`src/rtl/estagio_busca.sv`:
```
// MIPS32 instruction-fetch stage: PC, imem handshake, one-entry stall buffer, IF/ID register.
// Optional FETCH_PERF_COUNTER_EN adds perf_fetched, a count of instructions delivered to IF/ID.
module estagio_busca #(
    parameter logic [31:0] RESET_PC = 32'h0000_0000
) (
    input  logic        clock,
    input  logic        reset,
    output logic        imem_req,
    output logic [31:0] imem_addr,
    input  logic        imem_ack,
    input  logic [31:0] imem_data,
    input  logic        stall,
    input  logic        flush,
    input  logic        branch_taken,
    input  logic [31:0] branch_pc4,
    input  logic [31:0] branch_imm,
    input  logic        jump_taken,
    input  logic [25:0] jump_index,
    input  logic [31:0] jump_pc4,
    output logic [31:0] instr,
    output logic [15:0] imm,
    output logic [31:0] pc4,
    output logic        valid
`ifdef FETCH_PERF_COUNTER_EN
    ,
    output logic [31:0] perf_fetched
`endif
);
    typedef enum logic {FETCH, HELD} state_t;

    state_t      r_state, w_state_nxt;
    logic [31:0] r_pc, w_pc_nxt;
    logic [31:0] r_instr, w_instr_nxt;
    logic [31:0] r_pc4, w_pc4_nxt;
    logic        r_valid, w_valid_nxt;
    logic [31:0] r_buf_instr, w_buf_instr_nxt;
    logic [31:0] r_buf_pc4, w_buf_pc4_nxt;
    logic        w_deliver;

    logic [31:0] w_pc_plus4, w_br_target, w_jp_target;

    assign w_pc_plus4  = r_pc + 32'd4;
    assign w_br_target = branch_pc4 + {branch_imm[29:0], 2'b00};
    assign w_jp_target = {jump_pc4[31:28], jump_index, 2'b00};

    assign imem_req  = ~reset & (r_state == FETCH);
    assign imem_addr = r_pc;
    assign instr     = r_instr;
    assign imm       = r_instr[15:0];
    assign pc4       = r_pc4;
    assign valid     = r_valid;

    always_comb begin
        w_state_nxt     = r_state;
        w_pc_nxt        = r_pc;
        w_instr_nxt     = r_instr;
        w_pc4_nxt       = r_pc4;
        w_valid_nxt     = r_valid;
        w_buf_instr_nxt = r_buf_instr;
        w_buf_pc4_nxt   = r_buf_pc4;
        w_deliver       = 1'b0;
        if (branch_taken) begin
            w_pc_nxt    = w_br_target;
            w_valid_nxt = 1'b0;
            w_state_nxt = FETCH;
        end else if (jump_taken) begin
            w_pc_nxt    = w_jp_target;
            w_valid_nxt = 1'b0;
            w_state_nxt = FETCH;
        end else if (r_state == FETCH) begin
            if (imem_ack) begin
                w_pc_nxt = w_pc_plus4;
                if (stall) begin
                    // Park the word; IF/ID stays frozen until stall drops.
                    w_buf_instr_nxt = imem_data;
                    w_buf_pc4_nxt   = w_pc_plus4;
                    w_state_nxt     = HELD;
                    if (flush) w_valid_nxt = 1'b0;
                end else begin
                    w_instr_nxt = imem_data;
                    w_pc4_nxt   = w_pc_plus4;
                    w_valid_nxt = 1'b1;
                    w_deliver   = 1'b1;
                end
            end else if (flush || !stall) begin
                w_valid_nxt = 1'b0;
            end
        end else begin
            // A flush while holding drops the parked word; its PC is not refetched.
            if (flush) begin
                w_valid_nxt = 1'b0;
                w_state_nxt = FETCH;
            end else if (!stall) begin
                w_instr_nxt = r_buf_instr;
                w_pc4_nxt   = r_buf_pc4;
                w_valid_nxt = 1'b1;
                w_deliver   = 1'b1;
                w_state_nxt = FETCH;
            end
        end
    end

    always_ff @(posedge clock) begin
        if (reset) begin
            r_state     <= FETCH;
            r_pc        <= RESET_PC;
            r_instr     <= 32'd0;
            r_pc4       <= 32'd0;
            r_valid     <= 1'b0;
            r_buf_instr <= 32'd0;
            r_buf_pc4   <= 32'd0;
        end else begin
            r_state     <= w_state_nxt;
            r_pc        <= w_pc_nxt;
            r_instr     <= w_instr_nxt;
            r_pc4       <= w_pc4_nxt;
            r_valid     <= w_valid_nxt;
            r_buf_instr <= w_buf_instr_nxt;
            r_buf_pc4   <= w_buf_pc4_nxt;
        end
    end

`ifdef FETCH_PERF_COUNTER_EN
    logic [31:0] r_perf;
    always_ff @(posedge clock) begin
        if (reset)          r_perf <= 32'd0;
        else if (w_deliver) r_perf <= r_perf + 32'd1;
    end
    assign perf_fetched = r_perf;
`endif
endmodule

```
`config.mk`:
```
export PLATFORM = sky130hd
export DESIGN_NAME = estagio_busca
export DESIGN_NICKNAME = d
export VERILOG_FILES = /design/src/rtl/estagio_busca.sv
export SDC_FILE = /design/constraint.sdc
export NUM_CORES = 1
export LEC_CHECK = 0
export CORE_ASPECT_RATIO = 1.75
export CORE_UTILIZATION = 39
export CTS_CLUSTER_DIAMETER = 120
export CTS_CLUSTER_SIZE = 20
export DETAILED_ROUTE_END_ITERATION = 10
export PLACE_DENSITY_LB_ADDON = 0.15
export SLEW_MARGIN = 5
export SYNTH_ARGS = -nofsm -noshare
export SYNTH_HDL_FRONTEND = slang
export SYNTH_SLANG_ARGS = --single-unit
```
`constraint.sdc`:
```
create_clock -name clock -period 3.4 [get_ports clock]
set_input_delay 0.68 -clock clock [delete_from_list [all_inputs] [get_ports clock]]
set_output_delay 0.68 -clock clock [all_outputs]
set_load 0.01 [all_outputs]
```
==> impl_metrics.prom <==
# TYPE chip_impl_metric gauge
chip_impl_metric{name="port-buffer-count",unit=""} 244
chip_impl_metric{name="timing.critical_path.arrival",unit="ns"} 3.35
chip_impl_metric{name="post_cts_resized",unit=""} 0
chip_impl_metric{name="cts_buffers",unit=""} 17
chip_impl_info{name="netlist_top_cells_count",value="173 x sky130_fd_sc_hd__nand2_1, 162 x sky130_fd_sc_hd__dfxtp_1, 134 x sky130_fd_sc_hd__nor2_1, 101 x sky130_fd_sc_hd__a21oi_1, 68 x sky130_fd_sc_hd__clkbuf_1"} 1
chip_impl_info{name="yosys_most_used_dff",value="sky130_fd_sc_hd__dfxtp_1"} 1
chip_impl_info{name="critPathMostFrequentCell",value="sky130_fd_sc_hd__buf_4"} 1
chip_impl_metric{name="floorplan.core_area",unit="mm2"} 0.0227
chip_impl_metric{name="clkSinkCount",unit=""} 162
chip_impl_info{name="startpoint_type",value="input port"} 1
chip_impl_metric{name="detailedPlacementHpwl",unit="um"} 23600
chip_impl_metric{name="synth_nets",unit=""} 1344
chip_impl_metric{name="gp_congestion",unit=""} 0.999
chip_impl_metric{name="post-route-worst-setup-slack",unit="ns"} 0.356
chip_impl_metric{name="grt_remaining_overflow",unit=""} 0
chip_impl_metric{name="synth_top_area_share",unit="%"} 35.8
chip_impl_metric{name="final.min_clock_period",unit="ns"} 3.04
chip_impl_metric{name="post_dp_cell_area",unit="mm2"} 0.0120
chip_impl_metric{name="die_x_extent",unit="um"} 117
chip_impl_metric{name="dieHeight",unit="um"} 204
chip_impl_metric{name="drt_wl_total",unit="um"} 30400
chip_impl_metric{name="ioPinCount",unit=""} 275
chip_impl_metric{name="synth_sequential_area_ratio",unit="%"} 35.8
chip_impl_metric{name="sequential_standard_cell_area",unit="mm2"} 0.00325
chip_impl_metric{name="timing.hold.ws",unit="ns"} 0.448
chip_impl_metric{name="htree_num_levels",unit=""} 4
chip_impl_info{name="crit_path_cell_trace",value="clkdlybuf4s50_1 > ha_1 > fa_1 > a21o_1 > a221oi_2 > buf_4 > nor3_1 > or3_4 > a31oi_1 > buf_4 > mux2i_1 > nand2_1"} 1
chip_impl_metric{name="detail_route.iter0.violations",unit=""} 533
chip_impl_metric{name="preCtsSetupSlack",unit="ns"} -0.0865
chip_impl_metric{name="crit_fanout",unit=""} 5
chip_impl_metric{name="cp_slowest_stage_delay",unit="ns"} 0.41
chip_impl_metric{name="vdd.ir_drop.worst",unit="uV"} 348
chip_impl_metric{name="synth_edf_count",unit=""} 0
chip_impl_metric{name="cts_buffer_depth",unit=""} 2
chip_impl_metric{name="final.setup_skew",unit="ns"} 0.00836
chip_impl_metric{name="dr_total_vias",unit=""} 9078
chip_impl_info{name="worst-setup-path-type",value="input port to flip-flop"} 1
chip_impl_metric{name="effective_utilization_at_floorplan",unit="%"} 39.9
chip_impl_info{name="grt_setup_unrepaired",value="false"} 1
chip_impl_metric{name="final-max-slew-violation-count",unit=""} 0
chip_impl_metric{name="drtPass1Iterations",unit=""} 5
chip_impl_metric{name="critical_path_buffer_and_inverter_count",unit=""} 3
chip_impl_info{name="cts_tree",value="built"} 1
chip_impl_info{name="outcome",value="finished clean"} 1
chip_impl_metric{name="synth-async-reset-ratio",unit="%"} 0
chip_impl_metric{name="design_power_total",unit="mW"} 5.22
chip_impl_metric{name="postCtsSetupRepairBufs",unit=""} 0
chip_impl_info{name="synth.most_common_cell",value="sky130_fd_sc_hd__nand2_1"} 1
chip_impl_metric{name="synthToLayoutAreaGrowth",unit="%"} 38.8
chip_impl_metric{name="die_area",unit="mm2"} 0.0239
chip_impl_info{name="yosys-top-cells-area",value="sky130_fd_sc_hd__dfxtp_1 36%, sky130_fd_sc_hd__nand2_1 7.2%, sky130_fd_sc_hd__a21oi_1 5.6%"} 1
chip_impl_metric{name="critPathRequiredTime",unit="ns"} 3.71
chip_impl_metric{name="avgRoutedWirePerCell",unit="um"} 18.0
chip_impl_metric{name="antenna_found_initial",unit=""} 0
chip_impl_info{name="path_delay_family",value="buffers and inverters"} 1
chip_impl_metric{name="worst_slew_margin_rel",unit="%"} 36.8
chip_impl_metric{name="finish.net_count",unit=""} 1570
chip_impl_metric{name="via_count_of_the_first_global_routing_pass",unit=""} 8623
chip_impl_metric{name="layout.cell_area.non_filler",unit="mm2"} 0.0126
chip_impl_metric{name="drc",unit=""} 0
chip_impl_info{name="clk_root_buffer_cell",value="sky130_fd_sc_hd__clkbuf_16"} 1
chip_impl_metric{name="synth_warnings",unit=""} 0
chip_impl_metric{name="grt_util_all_layers",unit="%"} 25.9
chip_impl_metric{name="layout_worst_path_cycle_share",unit="%"} 89.5
chip_impl_metric{name="powerDensity",unit="mW/mm2"} 415
chip_impl_metric{name="hold_buffers_post_cts",unit=""} 0
chip_impl_metric{name="global_route_wire_length_before_repair",unit="um"} 46200
chip_impl_metric{name="ys_ff_latch",unit=""} 162
chip_impl_metric{name="multiInputGateArea",unit="mm2"} 0.00532
chip_impl_metric{name="post_detailed_route_count_of_antenna_violating_nets",unit=""} 0
chip_impl_metric{name="clock.fmax",unit="GHz"} 0.329
chip_impl_info{name="critical_path.slowest_cell",value="sky130_fd_sc_hd__clkdlybuf4s50_1"} 1
chip_impl_metric{name="clock_slew_at_reported_path_ffs",unit="ns"} 0.06
chip_impl_info{name="timing.critical_path.to_type",value="flip-flop"} 1
chip_impl_metric{name="maxCapViolations",unit=""} 0
chip_impl_metric{name="post_drt_via_cell_ratio",unit=""} 5.37
chip_impl_metric{name="mappedNetlistArea",unit="mm2"} 0.00907
chip_impl_metric{name="final-hold-violation-count",unit=""} 0
chip_impl_metric{name="count_of_antenna_diodes_in_the_layout",unit=""} 0
chip_impl_metric{name="insertion_delay",unit="ns"} 0.42
chip_impl_metric{name="drive_above_1_share",unit="%"} 8.48
chip_impl_metric{name="post_synth_inst_count",unit=""} 1152
chip_impl_metric{name="synth.distinct_cells",unit=""} 74
chip_impl_metric{name="worst-slew-pin-transition",unit="ns"} 0.948
chip_impl_metric{name="final.fill_count",unit=""} 2159
chip_impl_metric{name="syn_area_per_cell",unit="um2"} 7.87
chip_impl_info{name="yosysTopAreaCell",value="sky130_fd_sc_hd__dfxtp_1"} 1
chip_impl_metric{name="fp-row-count",unit=""} 73
chip_impl_metric{name="grt_start_max_net_pins",unit=""} 122
chip_impl_metric{name="leakagePower",unit="nW"} 4.57
chip_impl_info{name="min_path_type",value="flip-flop to flip-flop"} 1
chip_impl_metric{name="setup-violations-final",unit=""} 0
## layer usage
| metal | wire, um | track usage [%] | vias up |
|---|---|---|---|
| li1 | - | - | 4540 |
| met1 | 10900 | 25.7 | 4196 |
| met2 | 16200 | 47.7 | 265 |
| met3 | 1180 | 4.19 | 77 |
| met4 | 2090 | 17.6 | 0 |
| met5 | 0 | 0 | - |
## power breakdown
| part | internal (mW) | switching, mW | total (mW) |
|---|---|---|---|
| Sequential | 1.98 | 0.101 | 2.08 |
| Clock | 1.19 | 0.763 | 1.95 |
| Combinational | 0.585 | 0.607 | 1.19 |
## tightest hold or removal path, stage by stage, from the launching register on
cell                      delay [ns]
sky130_fd_sc_hd__dfxtp_1        0.30
sky130_fd_sc_hd__nand2_1        0.05
sky130_fd_sc_hd__a21oi_1        0.05
## flip-flops by register name, indices dropped and copies added (netlist names)
register     cells
r_state          1
r_buf_instr     32
instr           32
valid            1
r_buf_pc4       32
pc4             32
imem_addr       32
## per-stage QoR
stage,cells,util [%],setup TNS (ns)
final,1691,55.4,0
after global routing,1691,55.4,0
after CTS,1691,55.4,0
after detailed placement,1659,52.7,-0.242
after global placement,1659,52.7,-0.131
after floorplan,1152,-,0
## logic make-up (layout without fill, tap and decap cells)
family	after synthesis	after routing	share of synthesized area [%]
AND/OR/NAND/NOR	440	440	22.2
AO/OA/AOI/OAI	311	311	22.4
flip-flops	162	162	35.8
buffers and inverters	117	356	5.77
XOR/XNOR	49	49	4.81
multiplexers	42	42	4.65
adder cells (fa/ha/maj)	31	31	4.36
## cells in the final DEF, fill, tap and decap left out, drive strengths merged, types with 30 or more instances in the layout
cell type,count
mux2i,41
o21ai,45
a21oi,103
nand2,174
clkdlybuf4s50,243
a211oi,61
nor2,134
ha,30
buf,66
dfxtp,162
## final cells by class
class | instances | area share [%]
inverter | 15 | 0.447
sequential | 162 | 25.8
multi-input combinational | 873 | 42.2
clock buffer | 25 | 4.02
clock inverter | 7 | 0.765
timing repair buffer | 309 | 23.8
tap | 300 | 2.98
## path summary, 6_finish.rpt
path                                                    to  slack [ns]  depth (start not counted)                 startpoint
worst max-delay path            imem_addr[28]$_SDFFE_PP0P_        0.36                         12              branch_pc4[2]
worst min-delay path                  pc4[19]$_SDFFE_PP0P_        0.45                          2       pc4[19]$_SDFFE_PP0P_
worst max register to register        pc4[24]$_SDFFE_PP0P_        0.87                          9  imem_addr[3]$_SDFFE_PP0P_
worst min register to register        pc4[19]$_SDFFE_PP0P_        0.45                          2       pc4[19]$_SDFFE_PP0P_
Power figures use the tool's default switching activity.
